[src/rtl/scan_frame_processor_if.sv]
`default_nettype none
// ============================================================================
// Module   : scan_frame_processor_if
// Purpose  : Byte-stream input and result bus of the scan frame processor.
// Revision : 1.0
// ============================================================================
interface scan_frame_processor_if #(
    parameter int MAX_SAMPLES = 16
);
    logic [7:0]             datain;
    logic                   flashin;
    logic [15:0]            lowest;
    logic [15:0]            highest;
    logic [15:0]            lowest_dist;
    logic [15:0]            highest_dist;
    logic [7:0]             lowest_idx;
    logic [7:0]             highest_idx;
    logic [MAX_SAMPLES-1:0] hitvector;
    logic                   flashout;
    logic                   busy;
    logic                   err;
    logic                   overrun;

    modport master (
        output datain, flashin,
        input  lowest, highest, lowest_dist, highest_dist, lowest_idx, highest_idx,
        input  hitvector, flashout, busy, err, overrun
    );

    modport slave (
        input  datain, flashin,
        output lowest, highest, lowest_dist, highest_dist, lowest_idx, highest_idx,
        output hitvector, flashout, busy, err, overrun
    );
endinterface
`default_nettype wire

[src/rtl/scan_frame_processor.sv]
`default_nettype none
// ============================================================================
// Module   : scan_frame_processor
// Purpose  : Parses scan frames, finds min/max samples and interpolates angles.
// Revision : 1.0
// ============================================================================
module scan_frame_processor #(
    parameter int          MAX_SAMPLES = 16,
    parameter logic [15:0] HIT_THRESH  = 16'h0200
) (
    input  wire logic             clock,
    input  wire logic             reset,
    scan_frame_processor_if.slave bus
);
    typedef enum logic [2:0] {
        IDLE  = 3'd0,
        HDR   = 3'd1,
        SAMP  = 3'd2,
        ANG   = 3'd3,
        DONE  = 3'd4,
        DRAIN = 3'd5
    } state_t;

    localparam logic [7:0] C_MAX_SAMPLES = 8'(MAX_SAMPLES);

    state_t                 r_state, w_state_nxt;
    logic [7:0]             r_len, r_lo_byte, r_idx;
    logic [1:0]             r_hcnt;
    logic                   r_phase;
    logic [15:0]            r_fsa, r_lsa, r_min, r_max;
    logic [7:0]             r_min_idx, r_max_idx;
    logic [MAX_SAMPLES-1:0] r_hits;
    logic [8:0]             r_drain_cnt;
    logic                   r_ang_sel, r_div_run;
    logic [3:0]             r_div_cnt;
    logic [7:0]             r_rem;
    logic [15:0]            r_quo, r_ang_lo;
    logic                   r_err, r_overrun;
    logic [15:0]            r_o_lowest, r_o_highest, r_o_lo_dist, r_o_hi_dist;
    logic [7:0]             r_o_lo_idx, r_o_hi_idx;
    logic [MAX_SAMPLES-1:0] r_o_hits;

    logic [15:0] w_sample, w_d, w_quo_nxt, w_angle;
    logic [7:0]  w_k, w_div, w_rem_nxt;
    logic [23:0] w_prod;
    logic [8:0]  w_rem_shift;
    logic        w_qbit, w_div_last;

    assign w_sample    = {bus.datain, r_lo_byte};
    assign w_d         = r_lsa - r_fsa;
    assign w_k         = r_ang_sel ? r_max_idx : r_min_idx;
    assign w_prod      = 24'(w_d) * 24'(w_k);
    assign w_div       = r_len - 8'd1;
    // Quotient never exceeds D, so the top product byte is already below the
    // divisor and only 16 restoring steps are needed.
    assign w_rem_shift = {r_rem, r_quo[15]};
    assign w_qbit      = (w_rem_shift >= {1'b0, w_div});
    assign w_rem_nxt   = w_qbit ? 8'(w_rem_shift - {1'b0, w_div}) : w_rem_shift[7:0];
    assign w_quo_nxt   = {r_quo[14:0], w_qbit};
    assign w_angle     = r_fsa + ((r_len == 8'd1) ? 16'd0 : w_quo_nxt);
    assign w_div_last  = (r_state == ANG) && r_div_run && (r_div_cnt == 4'd15);

    always_ff @(posedge clock or posedge reset) begin
        if (reset) r_state <= IDLE;
        else       r_state <= w_state_nxt;
    end

    always_comb begin
        w_state_nxt = r_state;
        unique case (r_state)
            IDLE:  if (bus.flashin) w_state_nxt = HDR;
            HDR:   if (bus.flashin && r_hcnt == 2'd3) begin
                       if (r_len == 8'd0)               w_state_nxt = IDLE;
                       else if (r_len > C_MAX_SAMPLES)  w_state_nxt = DRAIN;
                       else                             w_state_nxt = SAMP;
                   end
            SAMP:  if (bus.flashin && r_phase && r_idx == r_len - 8'd1) w_state_nxt = ANG;
            ANG:   if (w_div_last && r_ang_sel) w_state_nxt = DONE;
            DONE:  w_state_nxt = IDLE;
            DRAIN: if (bus.flashin && r_drain_cnt == 9'd1) w_state_nxt = IDLE;
            default: w_state_nxt = IDLE;
        endcase
    end

    always_ff @(posedge clock or posedge reset) begin
        if (reset) begin
            r_len       <= '0;  r_lo_byte   <= '0;  r_idx       <= '0;
            r_hcnt      <= '0;  r_phase     <= 1'b0;
            r_fsa       <= '0;  r_lsa       <= '0;  r_min       <= '0;  r_max <= '0;
            r_min_idx   <= '0;  r_max_idx   <= '0;  r_hits      <= '0;
            r_drain_cnt <= '0;  r_ang_sel   <= 1'b0; r_div_run  <= 1'b0;
            r_div_cnt   <= '0;  r_rem       <= '0;  r_quo       <= '0;  r_ang_lo <= '0;
            r_err       <= 1'b0; r_overrun  <= 1'b0;
            r_o_lowest  <= '0;  r_o_highest <= '0;  r_o_lo_dist <= '0;  r_o_hi_dist <= '0;
            r_o_lo_idx  <= '0;  r_o_hi_idx  <= '0;  r_o_hits    <= '0;
        end else begin
            r_err     <= 1'b0;
            r_overrun <= (r_state == ANG || r_state == DONE) && bus.flashin && !r_overrun;
            case (r_state)
                IDLE: if (bus.flashin) begin
                    r_len  <= bus.datain;
                    r_hcnt <= 2'd0;
                end
                HDR: if (bus.flashin) begin
                    r_hcnt <= r_hcnt + 2'd1;
                    case (r_hcnt)
                        2'd0:    r_fsa[7:0]  <= bus.datain;
                        2'd1:    r_fsa[15:8] <= bus.datain;
                        2'd2:    r_lsa[7:0]  <= bus.datain;
                        default: r_lsa[15:8] <= bus.datain;
                    endcase
                    if (r_hcnt == 2'd3) begin
                        r_idx       <= '0;
                        r_phase     <= 1'b0;
                        r_hits      <= '0;
                        r_drain_cnt <= {r_len, 1'b0};
                        r_ang_sel   <= 1'b0;
                        r_div_run   <= 1'b0;
                        if (r_len == 8'd0) r_err <= 1'b1;
                    end
                end
                SAMP: if (bus.flashin) begin
                    if (!r_phase) begin
                        r_lo_byte <= bus.datain;
                        r_phase   <= 1'b1;
                    end else begin
                        r_phase <= 1'b0;
                        r_idx   <= r_idx + 8'd1;
                        // Strict compares keep the earliest index on ties.
                        if (r_idx == 8'd0 || w_sample < r_min) begin
                            r_min     <= w_sample;
                            r_min_idx <= r_idx;
                        end
                        if (r_idx == 8'd0 || w_sample > r_max) begin
                            r_max     <= w_sample;
                            r_max_idx <= r_idx;
                        end
                        for (int i = 0; i < MAX_SAMPLES; i++)
                            if (r_idx == 8'(i)) r_hits[i] <= (w_sample < HIT_THRESH);
                    end
                end
                ANG: begin
                    if (!r_div_run) begin
                        r_rem     <= w_prod[23:16];
                        r_quo     <= w_prod[15:0];
                        r_div_cnt <= '0;
                        r_div_run <= 1'b1;
                    end else begin
                        r_rem     <= w_rem_nxt;
                        r_quo     <= w_quo_nxt;
                        r_div_cnt <= r_div_cnt + 4'd1;
                        if (w_div_last) begin
                            r_div_run <= 1'b0;
                            if (!r_ang_sel) begin
                                r_ang_lo  <= w_angle;
                                r_ang_sel <= 1'b1;
                            end else begin
                                r_o_lowest  <= r_ang_lo;
                                r_o_highest <= w_angle;
                                r_o_lo_dist <= r_min;
                                r_o_hi_dist <= r_max;
                                r_o_lo_idx  <= r_min_idx;
                                r_o_hi_idx  <= r_max_idx;
                                r_o_hits    <= r_hits;
                            end
                        end
                    end
                end
                DRAIN: if (bus.flashin) begin
                    r_drain_cnt <= r_drain_cnt - 9'd1;
                    if (r_drain_cnt == 9'd1) r_err <= 1'b1;
                end
                default: ;
            endcase
        end
    end

    assign bus.lowest       = r_o_lowest;
    assign bus.highest      = r_o_highest;
    assign bus.lowest_dist  = r_o_lo_dist;
    assign bus.highest_dist = r_o_hi_dist;
    assign bus.lowest_idx   = r_o_lo_idx;
    assign bus.highest_idx  = r_o_hi_idx;
    assign bus.hitvector    = r_o_hits;
    assign bus.flashout     = (r_state == DONE);
    assign bus.busy         = (r_state != IDLE);
    assign bus.err          = r_err;
    assign bus.overrun      = r_overrun;
endmodule
`default_nettype wire
[src/flat_wrapper.sv]
// flat-port wrapper written by rule: the top's interface ports become plain ports
module scan_frame_processor_flat 
#(
    parameter int          MAX_SAMPLES = 16,
    parameter logic [15:0] HIT_THRESH  = 16'h0200
)
  (clock, reset, bus_datain, bus_flashin, bus_lowest, bus_highest, bus_lowest_dist, bus_highest_dist, bus_lowest_idx, bus_highest_idx, bus_hitvector, bus_flashout, bus_busy, bus_err, bus_overrun);
  scan_frame_processor_if #(.MAX_SAMPLES(MAX_SAMPLES)) bus_i ();
  input  wire logic clock;
  input  wire logic reset;
  input wire logic [$bits(bus_i.datain)-1:0] bus_datain;
  input wire logic [$bits(bus_i.flashin)-1:0] bus_flashin;
  output wire logic [$bits(bus_i.lowest)-1:0] bus_lowest;
  output wire logic [$bits(bus_i.highest)-1:0] bus_highest;
  output wire logic [$bits(bus_i.lowest_dist)-1:0] bus_lowest_dist;
  output wire logic [$bits(bus_i.highest_dist)-1:0] bus_highest_dist;
  output wire logic [$bits(bus_i.lowest_idx)-1:0] bus_lowest_idx;
  output wire logic [$bits(bus_i.highest_idx)-1:0] bus_highest_idx;
  output wire logic [$bits(bus_i.hitvector)-1:0] bus_hitvector;
  output wire logic [$bits(bus_i.flashout)-1:0] bus_flashout;
  output wire logic [$bits(bus_i.busy)-1:0] bus_busy;
  output wire logic [$bits(bus_i.err)-1:0] bus_err;
  output wire logic [$bits(bus_i.overrun)-1:0] bus_overrun;
  assign bus_i.datain = bus_datain;
  assign bus_i.flashin = bus_flashin;
  assign bus_lowest = bus_i.lowest;
  assign bus_highest = bus_i.highest;
  assign bus_lowest_dist = bus_i.lowest_dist;
  assign bus_highest_dist = bus_i.highest_dist;
  assign bus_lowest_idx = bus_i.lowest_idx;
  assign bus_highest_idx = bus_i.highest_idx;
  assign bus_hitvector = bus_i.hitvector;
  assign bus_flashout = bus_i.flashout;
  assign bus_busy = bus_i.busy;
  assign bus_err = bus_i.err;
  assign bus_overrun = bus_i.overrun;
  scan_frame_processor #(.MAX_SAMPLES(MAX_SAMPLES), .HIT_THRESH(HIT_THRESH)) u_core (.clock(clock), .reset(reset), .bus(bus_i));
endmodule
[config.mk]
export PLATFORM = sky130hd
export DESIGN_NAME = scan_frame_processor_flat
export DESIGN_NICKNAME = d
export VERILOG_FILES = /design/src/rtl/scan_frame_processor_if.sv /design/src/rtl/scan_frame_processor.sv /design/src/flat_wrapper.sv
export SDC_FILE = /design/constraint.sdc
export NUM_CORES = 1
export LEC_CHECK = 0
export ABC_AREA = 1
export CORE_MARGIN = 2
export CORE_UTILIZATION = 50
export DETAILED_ROUTE_END_ITERATION = 16
export GPL_ROUTABILITY_DRIVEN = 0
export PLACE_DENSITY = 0.75
export SKIP_CTS_REPAIR_TIMING = 1
export SLEW_MARGIN = 30
export SYNTH_ARGS = -nofsm -noshare
export SYNTH_HDL_FRONTEND = slang
export SYNTH_SLANG_ARGS = --single-unit
[constraint.sdc]
create_clock -name clock -period 30 [get_ports clock]
set_clock_uncertainty 0.15 [all_clocks]
set_input_delay 6 -clock clock [delete_from_list [all_inputs] [get_ports clock]]
set_output_delay 6 -clock clock [all_outputs]
set_load 0.01 [all_outputs]
# Word-level counts from Yosys, hierarchy flattened
# Index checks and enable logic that the tools add are counted.
# totals
regBits	279
out_inout_bits	100
word_cells	238
# classes
n_addsub	8
multipliers	1
magnitude_cmp	5
n_eq_ne	55
muxes	64
bitwise_logic	3
reduce_logical	56
# ops
cell	n
$mux 16	6
$reduce_and 6->1	16
$eq 8x4->1 const B	8
$mux 8	7
$ne 2x1->1 const B	23
$eq 8x3->1 const B	4
$pmux 16 s2	1
$mux 1	29
$mux 9	3
$mul 16x8->24	1
$reduce_and 4->1	6
$mux 3	7
$reduce_and 3->1	7
$pmux 9 s2	1
$add 16x16->16	1
$eq 8x1->1 const B	2
$eq 8x2->1 const B	2
$gt 16x16->1	1
$logic_not 8->1	2
$lt 16x10->1 const B	1
$lt 16x16->1	1
$pmux 8 s2	1
$sub 16x16->16	1
$pmux 3 s5	1
32 further kinds	60

# Depth between registers and ports, before layout
# depth
depth_word	6
ltp_mapped	32
mapped_depth_nobuf	32

# Worst setup path before layout
# Ideal clock, no wire load.
# synth_timing
path_kind	input -> register
startpoint	input bus_datain[7]
endpoint	register u_core.r_max[0]
setup_ns	0.133
arrival_ns	7.391
required_time_ns	29.717
setup_slack_ns	22.327
cell_stages	11
path_buffers	1
path_cell_list	ha_1 > nand2_1 > inv_1 > nand3_1 > nor3_1 > nand3_1 > nand2_1 > nand2_1 > nand2_1 > clkbuf_1 > o21ai_0
# synth_via
elab_chain_cells	3
# synth_lines
item	line_no	source
from (decl)	flat_wrapper.sv:11	input wire logic [$bits(bus_i.datain)-1:0] bus_datain;
$gt 16x16->1	scan_frame_processor.sv:134	if (r_idx == 8'd0 || w_sample > r_max) begin
$logic_or 1x1->1	scan_frame_processor.sv:134	
$reduce_and 4->1 (no line)	--	
to (signal assigned)	scan_frame_processor.sv:135	r_max <= w_sample;
to (decl)	scan_frame_processor.sv:30	logic [15:0] r_fsa, r_lsa, r_min, r_max;
# No other way between the ends.
# A chain may end at the register's enable or synchronous reset.

# Worst setup path in the final report
# layout_timing
startpoint	input bus_datain[3]
endpoint	register u_core.r_min_idx[1]
# layout_via
elab_chain_cells	3
# layout_lines
item	line_no	source
$lt 16x16->1	scan_frame_processor.sv:130	if (r_idx == 8'd0 || w_sample < r_min) begin
$logic_or 1x1->1	scan_frame_processor.sv:130	
$reduce_and 4->1 (no line)	--	
to (signal assigned)	scan_frame_processor.sv:132	r_min_idx <= r_idx;
to (decl)	scan_frame_processor.sv:31	logic [7:0] r_min_idx, r_max_idx;
# No other way between the ends.

==> results.cfg <==
[drt]
antenna_left = 0
vias_per_cell = 5.55
drtIter0Drc = 1336
firstDrtPassIters = 5
drc = 0
drt_wl_total_mm = 47.7
num_vias = 15940
wire_per_inst_um = 16.6

[sta]
relSlewSlack_pct = 30.7
timing.hold.ws_ps = 287
setup_tns_ps = 0
fin_crit_ps = 8790
drv_slew = 0
min_period_over_period_pct = 29.3
setup_ws_ps = 21210
tightest_slew_ps = 1030
setup_viol = 0
grt_setup_unrepaired = no
fmax_mhz = 114
hold_violations = 0

[cells_and_area]
n_antenna_cell = 0
fillers = 3210
final_common_cell = nand2_1
layout_common_cells = 605 x nand2_1, 307 x inv_1, 279 x dfrtp_1
syn_to_final_growth_pct = 12.8
nets = 2607
drive_gt1_share_pct = 3.58
fin_util_pct = 57.0

[floorplan]
rows = 70
io_pins = 111
die_area_sq_um = 38300
die_y_um = 196
die_w_um = 196
design.core.area_sq_um = 36400
start_util_pct = 50.5

[clock_tree]
clock-sinks = 279
clock_latency_ps = 560
clockBufferDepth = 3
cts-root-buf = clkbuf_16
numCtsBuffers = 28
clkSlewWorstSetupHoldPaths_ps = 60
h-tree-depth = 1
cts_tree = built

[yosys]
syn_avg_cell_area_sq_um = 7.99
syn-instance-count = 2302
syn_nets = 2527
synth_area_sq_um = 18400
yosysWarnings = 0
synth_seq_area_share_pct = 38.0
ys_types = 48
synth_seq_cells = 279

[critical_path]
critPathMaxStageDelay_ps = 790
cp_max_fo = 25
worst-endpoint-required_ps = 30290
criticalPathCategory = in -> reg
arrival_ps = 9080
cp_cell_sequence = clkdlybuf4s50_1 > ha_1 > a21oi_1 > o31ai_1 > a21oi_1 > nand2_1 > nand2_1 > nand2_1 > nand2_1 > nand2_1
crit_top_cell = nand2_1
cp-end-kind = register
cp_slowest_cell = nand2_1
start_kind = primary input

[global_routing]
grt_use_total_pct = 25.5
antenna_found_initial = 0
grt_max_degree = 121
gr-total-overflow = 0
grt_pass1_wl_mm = 79.8
first_global_vias = 15763

[placed_design]
place_ws_ps = 20740
port_buffers = 110
hpwl_mm = 35.5

[run]
max-cap-violations = 0

[run_status]
status = complete, no violations

[worst_hold_path]
hp-class = reg -> reg
==> kinds of logic after synthesis <==
family / share of synthesized area [%]
simple gates: 21.9
compound gates: 12.0
buf+inv: 8.13
flops: 38.0
fa+ha+maj: 18.1
xor+xnor: 1.95
==> area by class of cell <==
cell class                 count  area [sq um]  share of cell area (%)
multi-input combinational   1639          9930                    47.9
tap                          468           586                    2.82
clock inverter                16           121                   0.585
clock buffer                  36           762                    3.67
sequential                   279          6980                    33.6
timing repair buffer         119          1180                    5.67
inverter                     315          1190                    5.73
==> path summary, 6_finish.rpt <==
path | from | end | slack [ps] | depth (start not counted)
worst max-delay path | bus_datain[3] | u_core.r_min_idx[1] | 21210 | 10
worst min-delay path | u_core.bus.overrun | u_core.bus.overrun | 290 | 1
worst max register to register | u_core.r_fsa[0] | u_core.r_rem[1] | 23600 | 25
worst min register to register | u_core.bus.overrun | u_core.bus.overrun | 290 | 1
max in group asynchronous | reset | u_core.r_hcnt[0] | 22480 | 3
min in group asynchronous | reset | u_core.bus.lowest_dist[7] | 5860 | 2
==> routing by layer <==
metal | vias up | share of wire (%) | track usage, %
li1 | 7562 | - | -
met1 | 7706 | 44 | 35.6
met2 | 570 | 47 | 42.2
met3 | 102 | 6.5 | 2.99
met4 | 0 | 2.7 | 7.21
met5 | - | 0 | 0
==> critical path: cells and delay by family <==
kind | cells | cell delay (ps)
AO/OA/AOI/OAI | 3 | 360
AND/OR/NAND/NOR | 5 | 1850
adder cells (fa/ha/maj) | 1 | 350
buffers and inverters | 1 | 510
==> metrics by stage <==
step | std cells | area (sq um)
3_5_place_dp | 2820 | 19900
3_3_place_gp | 2820 | 19900
6_report | 2872 | 20700
2_1_floorplan | 2302 | 18400
5_1_grt | 2872 | 20700
4_1_cts | 2872 | 20700
==> cell usage after synthesis (all sizes together) <==
master   count  area, sq um
a22oi        7         52.6
o21bai       6         45.0
nor3b        1         7.51
and2         1         6.26
xor2        19          166
o21ai      210         1060
a21oi      114          571
o31ai        9         77.6
a2bb2oi      1         8.76
a31oi       20          125
nand4       18          119
buf         26          150
o22ai        2         12.5
nand3      131          661
xnor2       22          193
o221ai       9         78.8
clkbuf      43          163
fa          87         1740
or2          7         43.8
o21a         5         37.5
nand3b       5         37.5
a211oi       2         15.0
nor3        18          111
nor4         2         12.5
nor2       191          724
nand2      609         2300
inv        314         1180
a21o         5         37.5
o211ai       9         67.6
dfrtp      279         6980
clkinv       1         3.75
a21boi       2         15.0
ha         127         1590
==> flip-flops by register name, summed over array words and instances (netlist names), 9 cells and up <==
register and flops:
u_core.r_max 16, u_core.bus.lowest_dist 16, u_core.r_ang_lo 16, u_core.r_min 16
u_core.bus.hitvector 16, u_core.bus.highest_dist 16, u_core.r_hits 16, u_core.r_lsa 16
u_core.bus.lowest 16, u_core.bus.highest 16, u_core.r_quo 16, u_core.r_drain_cnt 9
u_core.r_fsa 16
Power is not shown: default switching activity piles up to over one toggle a cycle in this logic, so the estimate is an artifact.
